**src/rtl/riscv_mon_pkg.sv**
```systemverilog
`default_nettype none
// ============================================================================
// Module   : riscv_mon_pkg
// Purpose  : Shared types and defaults for the riscv-tests end-of-test monitor
// Revision : 1.0 - initial release
// ============================================================================
package riscv_mon_pkg;

  typedef enum logic [2:0] {
    ST_RUN     = 3'd0,
    ST_SETTLE  = 3'd1,
    ST_PASS    = 3'd2,
    ST_FAIL    = 3'd3,
    ST_TIMEOUT = 3'd4
  } mon_state_e;

  localparam int unsigned DEF_DONE_REG    = 26;
  localparam int unsigned DEF_RESULT_REG  = 27;
  localparam int unsigned DEF_TESTNUM_REG = 3;
  localparam int unsigned DEF_CON_REG     = 15;

  localparam int unsigned PASS_VALUE = 1;

  function automatic logic is_terminal(input mon_state_e s);
    return (s == ST_PASS) || (s == ST_FAIL) || (s == ST_TIMEOUT);
  endfunction

endpackage
`default_nettype wire

```
**src/rtl/mon_sync_fifo.sv**
```systemverilog
`default_nettype none
// ============================================================================
// Module   : mon_sync_fifo
// Purpose  : Show-ahead synchronous FIFO; a push into a full FIFO is accepted
//            only when a pop frees a slot in the same cycle
// Revision : 1.0 - initial release
// ============================================================================
module mon_sync_fifo #(
  parameter int unsigned WIDTH = 8,
  parameter int unsigned DEPTH = 16
) (
  input  logic             clk,
  input  logic             rst,
  input  logic             push_i,
  input  logic [WIDTH-1:0] data_i,
  input  logic             pop_i,
  output logic [WIDTH-1:0] data_o,
  output logic             full_o,
  output logic             empty_o
);

  localparam int unsigned AW = (DEPTH > 1) ? $clog2(DEPTH) : 1;
  localparam int unsigned CW = AW + 1;

  logic [AW-1:0]    wr_ptr_q, wr_ptr_d;
  logic [AW-1:0]    rd_ptr_q, rd_ptr_d;
  logic [CW-1:0]    count_q, count_d;
  logic [WIDTH-1:0] mem_q [DEPTH];
  logic             do_push, do_pop;

  assign empty_o = (count_q == '0);
  assign full_o  = (count_q == CW'(DEPTH));
  assign do_pop  = pop_i && !empty_o;
  assign do_push = push_i && (!full_o || do_pop);
  // Head is forced to zero while empty so stale storage never leaks out
  assign data_o  = empty_o ? '0 : mem_q[rd_ptr_q];

  always_comb begin
    wr_ptr_d = wr_ptr_q;
    rd_ptr_d = rd_ptr_q;
    count_d  = count_q;
    if (do_push) wr_ptr_d = wr_ptr_q + 1'b1;
    if (do_pop)  rd_ptr_d = rd_ptr_q + 1'b1;
    case ({do_push, do_pop})
      2'b10:   count_d = count_q + 1'b1;
      2'b01:   count_d = count_q - 1'b1;
      default: count_d = count_q;
    endcase
  end

  always_ff @(posedge clk) begin
    if (rst) begin
      wr_ptr_q <= '0;
      rd_ptr_q <= '0;
      count_q  <= '0;
    end else begin
      wr_ptr_q <= wr_ptr_d;
      rd_ptr_q <= rd_ptr_d;
      count_q  <= count_d;
    end
  end

  always_ff @(posedge clk) begin
    if (do_push) mem_q[wr_ptr_q] <= data_i;
  end

endmodule
`default_nettype wire

```
**src/rtl/riscv_test_monitor.sv**
```systemverilog
`default_nettype none
// ============================================================================
// Module   : riscv_test_monitor
// Purpose  : Snoops register write-back to detect riscv-tests completion,
//            with settle delay, watchdog, counters and a console buffer
// Revision : 1.0 - initial release
// ============================================================================
module riscv_test_monitor
  import riscv_mon_pkg::*;
#(
  parameter int unsigned XLEN           = 32,
  parameter int unsigned DONE_REG       = DEF_DONE_REG,
  parameter int unsigned RESULT_REG     = DEF_RESULT_REG,
  parameter int unsigned TESTNUM_REG    = DEF_TESTNUM_REG,
  parameter int unsigned CON_REG        = DEF_CON_REG,
  parameter int unsigned SETTLE_CYCLES  = 20,
  parameter int unsigned TIMEOUT_CYCLES = 100000,
  parameter int unsigned CNT_W          = 32,
  parameter int unsigned CON_DEPTH      = 16
) (
  input  logic             clk,
  input  logic             rst,
  input  logic             wb_en_i,
  input  logic [4:0]       wb_addr_i,
  input  logic [XLEN-1:0]  wb_data_i,
  input  logic             retire_i,
  output logic             done_o,
  output logic             pass_o,
  output logic             fail_o,
  output logic             timeout_o,
  output logic [XLEN-1:0]  fail_testnum_o,
  output logic [CNT_W-1:0] cycle_cnt_o,
  output logic [CNT_W-1:0] retire_cnt_o,
  output logic             con_valid_o,
  output logic [7:0]       con_char_o,
  input  logic             con_ready_i,
  output logic             con_overflow_o
);

  localparam logic [4:0]       DONE_IDX    = 5'(DONE_REG);
  localparam logic [4:0]       RESULT_IDX  = 5'(RESULT_REG);
  localparam logic [4:0]       TESTNUM_IDX = 5'(TESTNUM_REG);
  localparam logic [4:0]       CON_IDX     = 5'(CON_REG);
  localparam logic [XLEN-1:0]  PASS_DATA   = XLEN'(PASS_VALUE);
  localparam logic [15:0]      SETTLE_LOAD = 16'(SETTLE_CYCLES - 1);
  localparam bit               TO_EN       = (TIMEOUT_CYCLES != 0);
  localparam logic [CNT_W-1:0] TO_LIMIT    = CNT_W'(TIMEOUT_CYCLES - 1);

  mon_state_e       state_q, state_d;
  logic [15:0]      settle_q, settle_d;
  logic [XLEN-1:0]  result_sh_q, result_sh_d;
  logic [XLEN-1:0]  testnum_sh_q, testnum_sh_d;
  logic [XLEN-1:0]  fail_testnum_q, fail_testnum_d;
  logic [CNT_W-1:0] cycle_cnt_q, cycle_cnt_d;
  logic [CNT_W-1:0] retire_cnt_q, retire_cnt_d;
  logic             done_q, done_d;
  logic             pass_q, pass_d;
  logic             fail_q, fail_d;
  logic             timeout_q, timeout_d;
  logic             overflow_q, overflow_d;

  logic             wb_hit, hit_done, hit_result, hit_testnum, hit_con;
  logic [XLEN-1:0]  result_now, testnum_now;
  logic             run_phase, timeout_hit;
  logic             con_pop, fifo_full, fifo_empty;

  // x0 is hard-wired zero, so writes to it are never meaningful
  assign wb_hit      = wb_en_i && (wb_addr_i != 5'd0);
  assign hit_done    = wb_hit && (wb_addr_i == DONE_IDX) && (wb_data_i == PASS_DATA);
  assign hit_result  = wb_hit && (wb_addr_i == RESULT_IDX);
  assign hit_testnum = wb_hit && (wb_addr_i == TESTNUM_IDX);
  assign hit_con     = wb_hit && (wb_addr_i == CON_IDX);

  // Bypass lets a write in the final settle cycle participate in the verdict
  assign result_now  = hit_result  ? wb_data_i : result_sh_q;
  assign testnum_now = hit_testnum ? wb_data_i : testnum_sh_q;

  assign run_phase   = (state_q == ST_RUN) || (state_q == ST_SETTLE);
  assign timeout_hit = TO_EN && run_phase && (cycle_cnt_q == TO_LIMIT);

  always_comb begin
    state_d        = state_q;
    settle_d       = settle_q;
    result_sh_d    = hit_result  ? wb_data_i : result_sh_q;
    testnum_sh_d   = hit_testnum ? wb_data_i : testnum_sh_q;
    fail_testnum_d = fail_testnum_q;
    cycle_cnt_d    = cycle_cnt_q;
    retire_cnt_d   = retire_cnt_q;

    case (state_q)
      ST_RUN: begin
        if (timeout_hit) begin
          state_d = ST_TIMEOUT;
        end else if (hit_done) begin
          state_d  = ST_SETTLE;
          settle_d = SETTLE_LOAD;
        end
      end
      ST_SETTLE: begin
        if (timeout_hit) begin
          state_d = ST_TIMEOUT;
        end else if (settle_q == 16'd0) begin
          if (result_now == PASS_DATA) begin
            state_d = ST_PASS;
          end else begin
            state_d        = ST_FAIL;
            fail_testnum_d = testnum_now;
          end
        end else begin
          settle_d = settle_q - 16'd1;
        end
      end
      default: state_d = state_q;
    endcase

    // Counters stop on the cycle the watchdog fires so they report the limit
    if (run_phase && !timeout_hit) begin
      if (cycle_cnt_q != '1) cycle_cnt_d = cycle_cnt_q + 1'b1;
      if (retire_i && (retire_cnt_q != '1)) retire_cnt_d = retire_cnt_q + 1'b1;
    end

    done_d     = is_terminal(state_d);
    pass_d     = (state_d == ST_PASS);
    fail_d     = (state_d == ST_FAIL);
    timeout_d  = (state_d == ST_TIMEOUT);
    overflow_d = overflow_q || (hit_con && fifo_full && !con_pop);
  end

  always_ff @(posedge clk) begin
    if (rst) begin
      state_q        <= ST_RUN;
      settle_q       <= '0;
      result_sh_q    <= '0;
      testnum_sh_q   <= '0;
      fail_testnum_q <= '0;
      cycle_cnt_q    <= '0;
      retire_cnt_q   <= '0;
      done_q         <= 1'b0;
      pass_q         <= 1'b0;
      fail_q         <= 1'b0;
      timeout_q      <= 1'b0;
      overflow_q     <= 1'b0;
    end else begin
      state_q        <= state_d;
      settle_q       <= settle_d;
      result_sh_q    <= result_sh_d;
      testnum_sh_q   <= testnum_sh_d;
      fail_testnum_q <= fail_testnum_d;
      cycle_cnt_q    <= cycle_cnt_d;
      retire_cnt_q   <= retire_cnt_d;
      done_q         <= done_d;
      pass_q         <= pass_d;
      fail_q         <= fail_d;
      timeout_q      <= timeout_d;
      overflow_q     <= overflow_d;
    end
  end

  assign con_valid_o = !fifo_empty;
  assign con_pop     = con_valid_o && con_ready_i;

  mon_sync_fifo #(
    .WIDTH (8),
    .DEPTH (CON_DEPTH)
  ) u_con_fifo (
    .clk     (clk),
    .rst     (rst),
    .push_i  (hit_con),
    .data_i  (wb_data_i[7:0]),
    .pop_i   (con_pop),
    .data_o  (con_char_o),
    .full_o  (fifo_full),
    .empty_o (fifo_empty)
  );

  assign done_o         = done_q;
  assign pass_o         = pass_q;
  assign fail_o         = fail_q;
  assign timeout_o      = timeout_q;
  assign fail_testnum_o = fail_testnum_q;
  assign cycle_cnt_o    = cycle_cnt_q;
  assign retire_cnt_o   = retire_cnt_q;
  assign con_overflow_o = overflow_q;

endmodule
`default_nettype wire

```
**config.mk**
```make
export PLATFORM = sky130hd
export DESIGN_NAME = riscv_test_monitor
export DESIGN_NICKNAME = d
export VERILOG_FILES = /design/src/rtl/riscv_mon_pkg.sv /design/src/rtl/mon_sync_fifo.sv /design/src/rtl/riscv_test_monitor.sv
export SDC_FILE = /design/constraint.sdc
export NUM_CORES = 1
export LEC_CHECK = 0
export ABC_AREA = 1
export ABC_CLOCK_PERIOD_IN_PS = 6750
export CAP_MARGIN = 10
export CELL_PAD_IN_SITES_DETAIL_PLACEMENT = 2
export CELL_PAD_IN_SITES_GLOBAL_PLACEMENT = 2
export CORE_MARGIN = 3
export CORE_UTILIZATION = 37
export CTS_CLUSTER_DIAMETER = 60
export CTS_CLUSTER_SIZE = 40
export DETAILED_ROUTE_END_ITERATION = 8
export PLACE_DENSITY_LB_ADDON = 0.1
export SLEW_MARGIN = 20
export SYNTH_ARGS = -nofsm -noshare
export SYNTH_HDL_FRONTEND = slang
export SYNTH_SLANG_ARGS = --single-unit
```
**constraint.sdc**
```tcl
create_clock -name clk -period 6.75 [get_ports clk]
set_input_delay 1.35 -clock clk [delete_from_list [all_inputs] [get_ports clk]]
set_output_delay 1.35 -clock clk [all_outputs]
set_load 0.01 [all_outputs]
```
# == Word-level counts from Yosys, hierarchy flattened ==
# Memory sizes are Yosys's and may differ from the RTL's. A register that Yosys moved wholly into a read port is not among the register bits.
# Index checks and enable logic that the tools add are counted.
# W data, S select, Z words.
# classes
mux,19
bitwise_logic,2
reduce_logical,33
eq_ne,20
add_sub_neg,7
# op_table
op,count
$add A32 B1 Y32 const B,2
$eq A32 B1 Y1 const B,2
$mux W16,4
$mux W32,2
$ne A32 B32 Y1 const B,2
$eq A32 B17 Y1 const B,1
$pmux W16 S2,1
$logic_not A16 Y1,1
$sub A16 B1 Y16 const B,1
$eq A5 B5 Y1 const B,3
$logic_and A1 B1 Y1,14
$mux W3,4
$pmux W5 S2,1
$add A4 B1 Y4 const B,2
$mux W4,2
$mux W8,1
$ne A2 B2 Y1 const B,4
$eq A3 B2 Y1 const B,2
$pmux W3 S2,1
$add A5 B1 Y5 const B,1
$eq A5 B2 Y1 const B,1
$eq A5 B4 Y1 const B,1
$logic_not A5 Y1,1
$logic_or A1 B1 Y1,5
14 further kinds,22
# word_totals
mem_count,1
reg_bits,197
wordCells,97
input_bits,42
mem_bits_rw,128
# memory_table
memory,words,word_bits,rd,rd_clocked_by_memory_dff,write_ports,line,source
u_con_fifo.mem_q,16,8,1,1,1,mon_sync_fifo.sv:28,logic [WIDTH-1:0] mem_q [DEPTH];

# == Longest topological paths before layout ==
# Gate-level depths: netlist (run 1).
# depth
depth_word,12
depth_mapped,18

# == Hierarchy ==
# From an unflattened synthesis (run 1), not the netlist that was laid out.
# unflattened
cells_unflattened,1928
area_unflattened_um2,15283.4
# by_module_without_submodules
mod,n_inst,cells_each,area_each_um2,seq_area_each_um2
riscv_test_monitor,1,1372,9152.5,3683.5
mon_sync_fifo,1,556,6130.9,4184.0

# == Least setup slack after synthesis (run 1) ==
# No wires, ideal clock.
# synth_path
kind,input to register
start,in wb_addr_i[2]
end,reg u_con_fifo.count_q[4]
stages,14
path_slack_ps,3490
setup_ps,70
t_arrival_ps,3190
required_time_ps,6680
n_path_buf,0
path_cell_list,nor2_1 > nand3_1 > nand2_1 > nor4_1 > inv_1 > nand2_1 > inv_1 > ha_1 > nand2_1 > nor2_1 > a211oi_1 > mux2i_1 > o21ai_0 > a21oi_1
# synth_via
elab_chain_cells,6
# synth_lines
element,line,source
from (decl),riscv_test_monitor.sv:24,"input logic [4:0] wb_addr_i,"
$reduce_bool A5 Y1,riscv_test_monitor.sv:68,assign wb_hit = wb_en_i && (wb_addr_i != 5'd0);
$logic_and A1 B1 Y1,riscv_test_monitor.sv:68,
$logic_and A1 B1 Y1 (*),riscv_test_monitor.sv:72,assign hit_con = wb_hit && (wb_addr_i == CON_IDX);
$logic_and A1 B1 Y1 (*),mon_sync_fifo.sv:34,assign do_push = push_i && (!full_o || do_pop);
$eq A2 B1 Y1 or $eq A2 B2 Y1 (tied branches),mon_sync_fifo.sv:44,"case ({do_push, do_pop})"
$pmux W5 S2 or $reduce_bool A2 Y1 (tied branches),--,
to (signal assigned),mon_sync_fifo.sv:59,count_q <= count_d;
to (decl),mon_sync_fifo.sv:27,"logic [CW-1:0] count_q, count_d;"
# Mark *: on every way between the ends. The rest lies on a longest branch, timed or not.
# A chain may end at the register's enable or synchronous reset.

==> results.json, run 1 <==
{
  "outcome": "complete, no violations",
  "synth_async_sr_flop_share_pct": 0,
  "final_cell_mix": "361 x sky130_fd_sc_hd__nand2_1, 262 x sky130_fd_sc_hd__nor2_1, 219 x sky130_fd_sc_hd__inv_1, 200 x sky130_fd_sc_hd__dfxtp_1, 150 x sky130_fd_sc_hd__clkdlybuf4s50_1",
  "placement.setup.worst_slack_ns": 1.45,
  "grt_pass1_wl_mm": 82.5,
  "firstDrtPassIters": 5,
  "finalSetupTns_ns": 0,
  "drt.antenna.violating_nets": 0,
  "h-tree-depth": 2,
  "chipWidth_um": 206,
  "reg2regPathDepth": 14,
  "grt_setup_unrepaired": "false",
  "tritoncts_clock_tree": "yes",
  "clock-root-buffer": "sky130_fd_sc_hd__clkbuf_16",
  "synth_enable_flop_cells": 128,
  "cts_buffers": 34,
  "io_buffers": 151,
  "yosysWarnings": 0,
  "setup_violations": 0,
  "post_route_drc_violation_count": 0,
  "timing.reg2reg.setup_slack_ns": 2.86,
  "finalNetCount": 2016,
  "dr_wl_met2_mm": 26.9,
  "mappedNetlistArea_sq_mm": 0.0149,
  "cts.clk_slew.worst_paths_ns": 0.07,
  "syn2layout_area_growth_pct": 20.9,
  "synth-seq-cells": 329,
  "globalRouteOverflowTotal": 0,
  "holdPathEnd": "fail_testnum_o[9]",
  "drive_gt1_share_pct": 4.18,
  "timing.hold.worst_path_depth": 2,
  "synth_fp_nets": 1891,
  "syn-mean-instance-area_sq_um": 8.09,
  "post-cts-setup-buffers": 0,
  "crit_arrival_ns": 4.17,
  "post_cts_resize_count": 0,
  "clock-skew-final_ns": 0.0271,
  "number_of_antenna_violations_at_the_first_check_in_global_routing": 1,
  "worstPathMaxFanout": 65,
  "worst_skew_pair_latency_ns": 0.56,
  "final-max-slew-violation-count": 0,
  "grt_max_degree": 71,
  "die_area_sq_mm": 0.0426,
  "netlist_instances": 1837,
  "leading_cell_type_in_the_layout_fill_and_taps_excluded": "sky130_fd_sc_hd__nand2_1",
  "drt_iter0_drc": 669,
  "final_worst_path_period_share_pct": 81.7,
  "max_slew_margin_pct": 32.2,
  "start_kind": "flip-flop",
  "detail_routed_net_length_per_standard_cell_um": 21.0,
  "routedLengthMet1_mm": 22.7,
  "critical_path.reg2reg.endpoint": "retire_cnt_o[5]",
  "fmaxAchievable_mhz": 181,
  "tightest_slew_ns": 1.01,
  "vias_per_cell": 5.33,
  "min-delay-start": "fail_testnum_o[9]",
  "critPathMaxStageDelay_ns": 0.87,
  "rr_startpoint": "cycle_cnt_o[1]",
  "via_count_of_the_first_global_routing_pass": 14600,
  "synth_seq_area_share_pct": 52.9,
  "timing.final.hold_violations": 0,
  "critPathCaptureType": "output port",
  "hold_path.class": "reg -> reg",
  "fp.dieH_um": 206,
  "finish.utilization_pct": 45.8,
  "worstPathRequired_ns": 5.40,
  "length_of_routed_met3_wiring_mm": 1.91,
  "cts_sink_cnt": 329,
  "post-dp-hpwl_mm": 36.2,
  "final_period_minus_worst_setup_slack_ns": 5.52,
  "crit_path_cell_trace": "buf_4 > clkinv_2 > o21ai_0 > o22ai_1 > o21ai_0 > a21oi_1 > clkdlybuf4s50_1",
  "cts-hold-fix-buffers": 0,
  "total_leakage_power_nw": 6.81,
  "ioPinCount": 152,
  "num_vias": 13400,
  "fin_ws_ns": 1.23,
  "post_synth_num_cell_types": 39,
  "design.core.area_sq_mm": 0.0392,
  "power_density_mw_per_mm2": 336,
  "gp_congestion": 0.825,
  "max_cap_violations": 0,
  "vdd.ir_drop.worst_mv": 0.215,
  "path_class": "reg -> out",
  "route.top_layer_used": "met4",
  "critical-path-slowest-cell": "sky130_fd_sc_hd__clkinv_2",
  "initial_utilization_pct": 37.9,
  "synth_top_flop_cell": "sky130_fd_sc_hd__dfxtp_1",
  "ctsLongestPathBuffers": 3,
  "placementRows": 72,
  "critical_path.most_common_cell": "sky130_fd_sc_hd__o21ai_0",
  "groute.usage.overall_pct": 24.7,
  "detail_route.wirelength_mm": 52.6
}
critical path, delay by kind of cell, from the launching register on:
kind	cells	cell delay [ns]
AOI/OAI and AO/OA	4	1.29
buffers and inverters	3	1.92
DFF	1	0.31
metal layers:
layer,GRT usage (%),vias to the layer above
met5,0,-
met4,6.25,0
met3,3.89,75
met2,44.4,244
met1,30.8,6713
li1,-,6320
worst max-delay path by stage:
stage | to
floorplan | u_con_fifo.count_q[4]
global placement | fail_testnum_o[0]
CTS | con_char_o[0]
detailed placement | fail_testnum_o[31]
finish | con_char_o[7]
global route | con_char_o[7]
flip-flops by register name, indices dropped and copies added (netlist names), named ones only:
register / count
u_con_fifo.rd_ptr_q: 4
result_sh_q: 32
u_con_fifo.wr_ptr_q: 4
u_con_fifo.mem_q: 128
timeout_o: 1
cycle_cnt_o: 32
state_q: 3
fail_o: 1
retire_cnt_o: 32
con_overflow_o: 1
pass_o: 1
fail_testnum_o: 32
settle_q: 16
testnum_sh_q: 32
done_o: 1
u_con_fifo.count_q: 5
where the power goes:
| group | internal (mW) | leakage (nW) | switching (mW) |
|---|---|---|---|
| Combinational | 0.615 | 3.49 | 1.15 |
| Sequential | 2.20 | 2.78 | 0.109 |
| Clock | 1.10 | 0.540 | 0.866 |
stage by stage:
step / cells / hold slack (ns) / power (mW) / area, sq um
floorplan: 1837 / 0.437 / 3.38 / 14900
global placement: 2444 / 0.434 / 4.04 / 16800
detailed placement: 2444 / 0.442 / 4.13 / 16800
CTS: 2504 / 0.453 / 6.12 / 18000
global route: 2505 / 0.471 / 6.40 / 18000
finish: 2505 / 0.449 / 6.04 / 18000
synthesized netlist by cell type, types with 3 or more instances:
master / instances / share of area (%)
sky130_fd_sc_hd__nand2_1: 361 / 9.1
sky130_fd_sc_hd__nor2_1: 262 / 6.6
sky130_fd_sc_hd__inv_1: 220 / 5.6
sky130_fd_sc_hd__dfxtp_1: 201 / 27
sky130_fd_sc_hd__o21ai_0: 134 / 4.5
sky130_fd_sc_hd__edfxtp_1: 128 / 26
sky130_fd_sc_hd__a21oi_1: 127 / 4.3
sky130_fd_sc_hd__nand3_1: 57 / 1.9
sky130_fd_sc_hd__clkbuf_1: 54 / 1.4
sky130_fd_sc_hd__nor3_1: 46 / 1.5
sky130_fd_sc_hd__xor2_1: 45 / 2.7
sky130_fd_sc_hd__o21ai_1: 35 / 1.2
sky130_fd_sc_hd__nand4_1: 34 / 1.4
sky130_fd_sc_hd__nor4_1: 28 / 1.2
sky130_fd_sc_hd__o221ai_1: 22 / 1.3
sky130_fd_sc_hd__buf_2: 15 / 0.51
sky130_fd_sc_hd__ha_1: 11 / 0.93
sky130_fd_sc_hd__o22ai_1: 10 / 0.42
sky130_fd_sc_hd__xnor2_1: 10 / 0.59
sky130_fd_sc_hd__nor3b_1: 6 / 0.30
sky130_fd_sc_hd__buf_1: 4 / 0.10
sky130_fd_sc_hd__buf_6: 4 / 0.30
sky130_fd_sc_hd__inv_2: 3 / 0.076
cell type report:
class	count	area, sq um
Multi-Input combinational cell	1207	5830
Clock buffer	41	908
Inverter	224	843
Fill cell	4417	21200
Antenna cell	1	2.50
Sequential cell	329	7870
Tap cell	518	648
Timing Repair Buffer	166	1620
Clock inverter	19	246
cell families after synthesis:
logic type	Yosys count	synth area share [%]
mux	1	0.0673
fa+ha+maj	12	1.06
xor+xnor	55	3.24
simple gates	803	22.7
compound gates	336	12.1
buf+inv	301	7.93
flops	329	52.9
(Power assumes the default switching activity.)
==> run 2, diff against run 1 <==
--- a/config.mk
+++ b/config.mk
@@ -6,12 +6,12 @@
 export NUM_CORES = 1
 export LEC_CHECK = 0
 export ABC_AREA = 1
-export ABC_CLOCK_PERIOD_IN_PS = 6750
+export ABC_CLOCK_PERIOD_IN_PS = 5600
 export CAP_MARGIN = 10
 export CELL_PAD_IN_SITES_DETAIL_PLACEMENT = 2
 export CELL_PAD_IN_SITES_GLOBAL_PLACEMENT = 2
 export CORE_MARGIN = 3
-export CORE_UTILIZATION = 37
+export CORE_UTILIZATION = 34
 export CTS_CLUSTER_DIAMETER = 60
 export CTS_CLUSTER_SIZE = 40
 export DETAILED_ROUTE_END_ITERATION = 8
==> constraint.sdc (replaced) <==
create_clock -name clk -period 5.6 [get_ports clk]
set_input_delay 1.12 -clock clk [delete_from_list [all_inputs] [get_ports clk]]
set_output_delay 1.12 -clock clk [all_outputs]
set_load 0.01 [all_outputs]
==> run 2 against run 1 <==
Sequential power grew 21%. Hold slack worse by 0.0056 ns. Clock skew up 0.017 ns. First-iteration DRC count down 29%. Non-clock buffer count grew 4. Routed wire length decreased by 2.1%. Utilization fell by 3.1 points. Cell area increased by 1.3%. Final cell count increased by 2.8%. Setup slack worse by 0.23 ns. Clock power is 31% higher.
==> results.json, run 2 (same netlist as run 1, synthesis figures left out) <==
{
  "final_period_minus_worst_setup_slack_ns": 4.59,
  "worstPathMaxFanout": 33,
  "cts_buffers": 37,
  "h-tree-depth": 2,
  "ioPinCount": 152,
  "die_area_sq_mm": 0.0463,
  "post_route_drc_violation_count": 0,
  "final_worst_path_period_share_pct": 82.0,
  "vdd.ir_drop.worst_mv": 0.218,
  "cts-hold-fix-buffers": 0,
  "leading_cell_type_in_the_layout_fill_and_taps_excluded": "sky130_fd_sc_hd__nand2_1",
  "hold_path.class": "reg -> reg",
  "tightest_slew_ns": 1.05,
  "power.clock.fraction_pct": 34.6,
  "setup_violations": 0,
  "detail_routed_net_length_per_standard_cell_um": 20.0,
  "grt_max_degree": 69,
  "gp_congestion": 0.816,
  "max_slew_margin_pct": 29.8,
  "power_density_mw_per_mm2": 411,
  "number_of_antenna_violations_at_the_first_check_in_global_routing": 0,
  "total_leakage_power_nw": 6.92,
  "insertedDiodeCount": 0,
  "firstDrtPassIters": 5,
  "clock-skew-final_ns": 0.0440,
  "critical-path-slowest-cell": "sky130_fd_sc_hd__inv_1",
  "finish.utilization_pct": 42.7,
  "via_count_of_the_first_global_routing_pass": 14400,
  "drive_gt1_share_pct": 5.01,
  "globalRouteOverflowTotal": 0,
  "worst_skew_pair_latency_ns": 0.57,
  "drt_iter0_drc": 475,
  "syn2layout_area_growth_pct": 22.5,
  "cts_sink_cnt": 329,
  "switching_share_pct": 35.1,
  "max_cap_violations": 0,
  "power.internal_mw": 4.85,
  "final-max-slew-violation-count": 0,
  "finalNetCount": 2023,
  "largest_register_ffs": 128,
  "critPathCaptureType": "output port",
  "io_buffers": 151,
  "placementRows": 75,
  "min-delay-start": "fail_testnum_o[3]",
  "worstPathRequired_ns": 4.48,
  "fmaxAchievable_mhz": 218,
  "detail_route.wirelength_mm": 51.5,
  "crit_path_cell_trace": "buf_4 > inv_1 > buf_4 > o21ai_0 > o221ai_1 > nand3_1 > a21oi_1 > clkdlybuf4s50_1",
  "final_cell_mix": "361 x sky130_fd_sc_hd__nand2_1, 262 x sky130_fd_sc_hd__nor2_1, 219 x sky130_fd_sc_hd__inv_1, 200 x sky130_fd_sc_hd__dfxtp_1, 150 x sky130_fd_sc_hd__clkdlybuf4s50_1",
  "chipWidth_um": 215,
  "cts.clk_slew.worst_paths_ns": 0.07,
  "switching_power_mw": 2.63,
  "comb_power_share_pct": 28.1,
  "grt_setup_unrepaired": "false",
  "groute.usage.overall_pct": 22.0,
  "start_kind": "flip-flop",
  "outcome": "complete, no violations",
  "post_cts_resize_count": 0,
  "post-dp-hpwl_mm": 35.8,
  "finalSetupTns_ns": 0,
  "initial_utilization_pct": 34.9,
  "power.share.sequential_pct": 37.3,
  "vias_per_cell": 5.12,
  "finish.cell_count_without_fillers": 2575,
  "post-cts-setup-buffers": 0,
  "critPathMaxStageDelay_ns": 0.62,
  "path_class": "reg -> out",
  "grt_pass1_wl_mm": 81.7,
  "critical_path.most_common_cell": "sky130_fd_sc_hd__buf_4",
  "crit_arrival_ns": 3.47,
  "rr_startpoint": "u_con_fifo.count_q[0]",
  "num_vias": 13200,
  "ctsLongestPathBuffers": 3,
  "fp.dieH_um": 215,
  "largest-register": "u_con_fifo.mem_q",
  "place_inst": 2507,
  "tritoncts_clock_tree": "yes",
  "design.core.area_sq_mm": 0.0426,
  "timing.final.hold_violations": 0,
  "clock-root-buffer": "sky130_fd_sc_hd__clkbuf_16",
  "drt.antenna.violating_nets": 0
}
-- run 2: changes by cell type in the layout (fill, tap and decap cells not counted), sizes merged --
cell / delta
buf: +4
inv: +14
diode: -1
clkinvlp: -4
clkinv: -4
clkbuf: +4
bufinv: -2
-- run 2: per-stage QoR --
step | power [mW] | hold WS [ns] | cell area, sq um | setup slack, ns
floorplan | 4.07 | 0.437 | 14900 | 2.57
global placement | 4.89 | 0.435 | 16900 | 0.932
detailed placement | 4.97 | 0.438 | 16900 | 0.726
CTS | 7.61 | 0.449 | 18200 | 0.961
global route | 7.93 | 0.470 | 18200 | 0.767
finish | 7.48 | 0.443 | 18200 | 1.01
-- run 2: worst max-delay path, delay by kind of cell (launching register included) --
family,cells,cell delay [ns]
buffers and inverters,4,1.73
AND/OR/NAND/NOR,1,0.20
AO/OA/AOI/OAI,3,0.69
flip-flops,1,0.29
-- run 2: area by class of cell --
cell class                 instances  area [sq um]
fill                            4882         24400
sequential                       329          7870
multi-input combinational       1207          5830
timing repair buffer             170          1650
clock buffer                      45          1050
inverter                         224           842
tap                              577           722
clock inverter                    23           245
-- run 2: power by group through the flow --
stage	Clock, mW	Combinational (mW)	Sequential [mW]
2_1_floorplan	0	1.21	2.86
3_3_place_gp	0	2.06	2.84
3_5_place_dp	0	2.13	2.84
4_1_cts	2.66	2.15	2.79
5_1_grt	2.75	2.36	2.82
6_report	2.59	2.10	2.79
-- run 2: layer usage --
layer	global-route usage, %	share of wire (%)
met3	3.01	3.2
met4	7.93	3.3
met5	0	0
met2	39.1	50
met1	27.3	43
-- run 2: final timing paths --
| path | end | slack [ns] | cells past startpoint |
|---|---|---|---|
| setup / recovery | con_char_o[4] | 1.01 | 8 |
| hold / removal | fail_testnum_o[3] | 0.44 | 2 |
| hold reg to reg | fail_testnum_o[3] | 0.44 | 2 |
| setup reg to reg | u_con_fifo.count_q[4] | 1.97 | 15 |
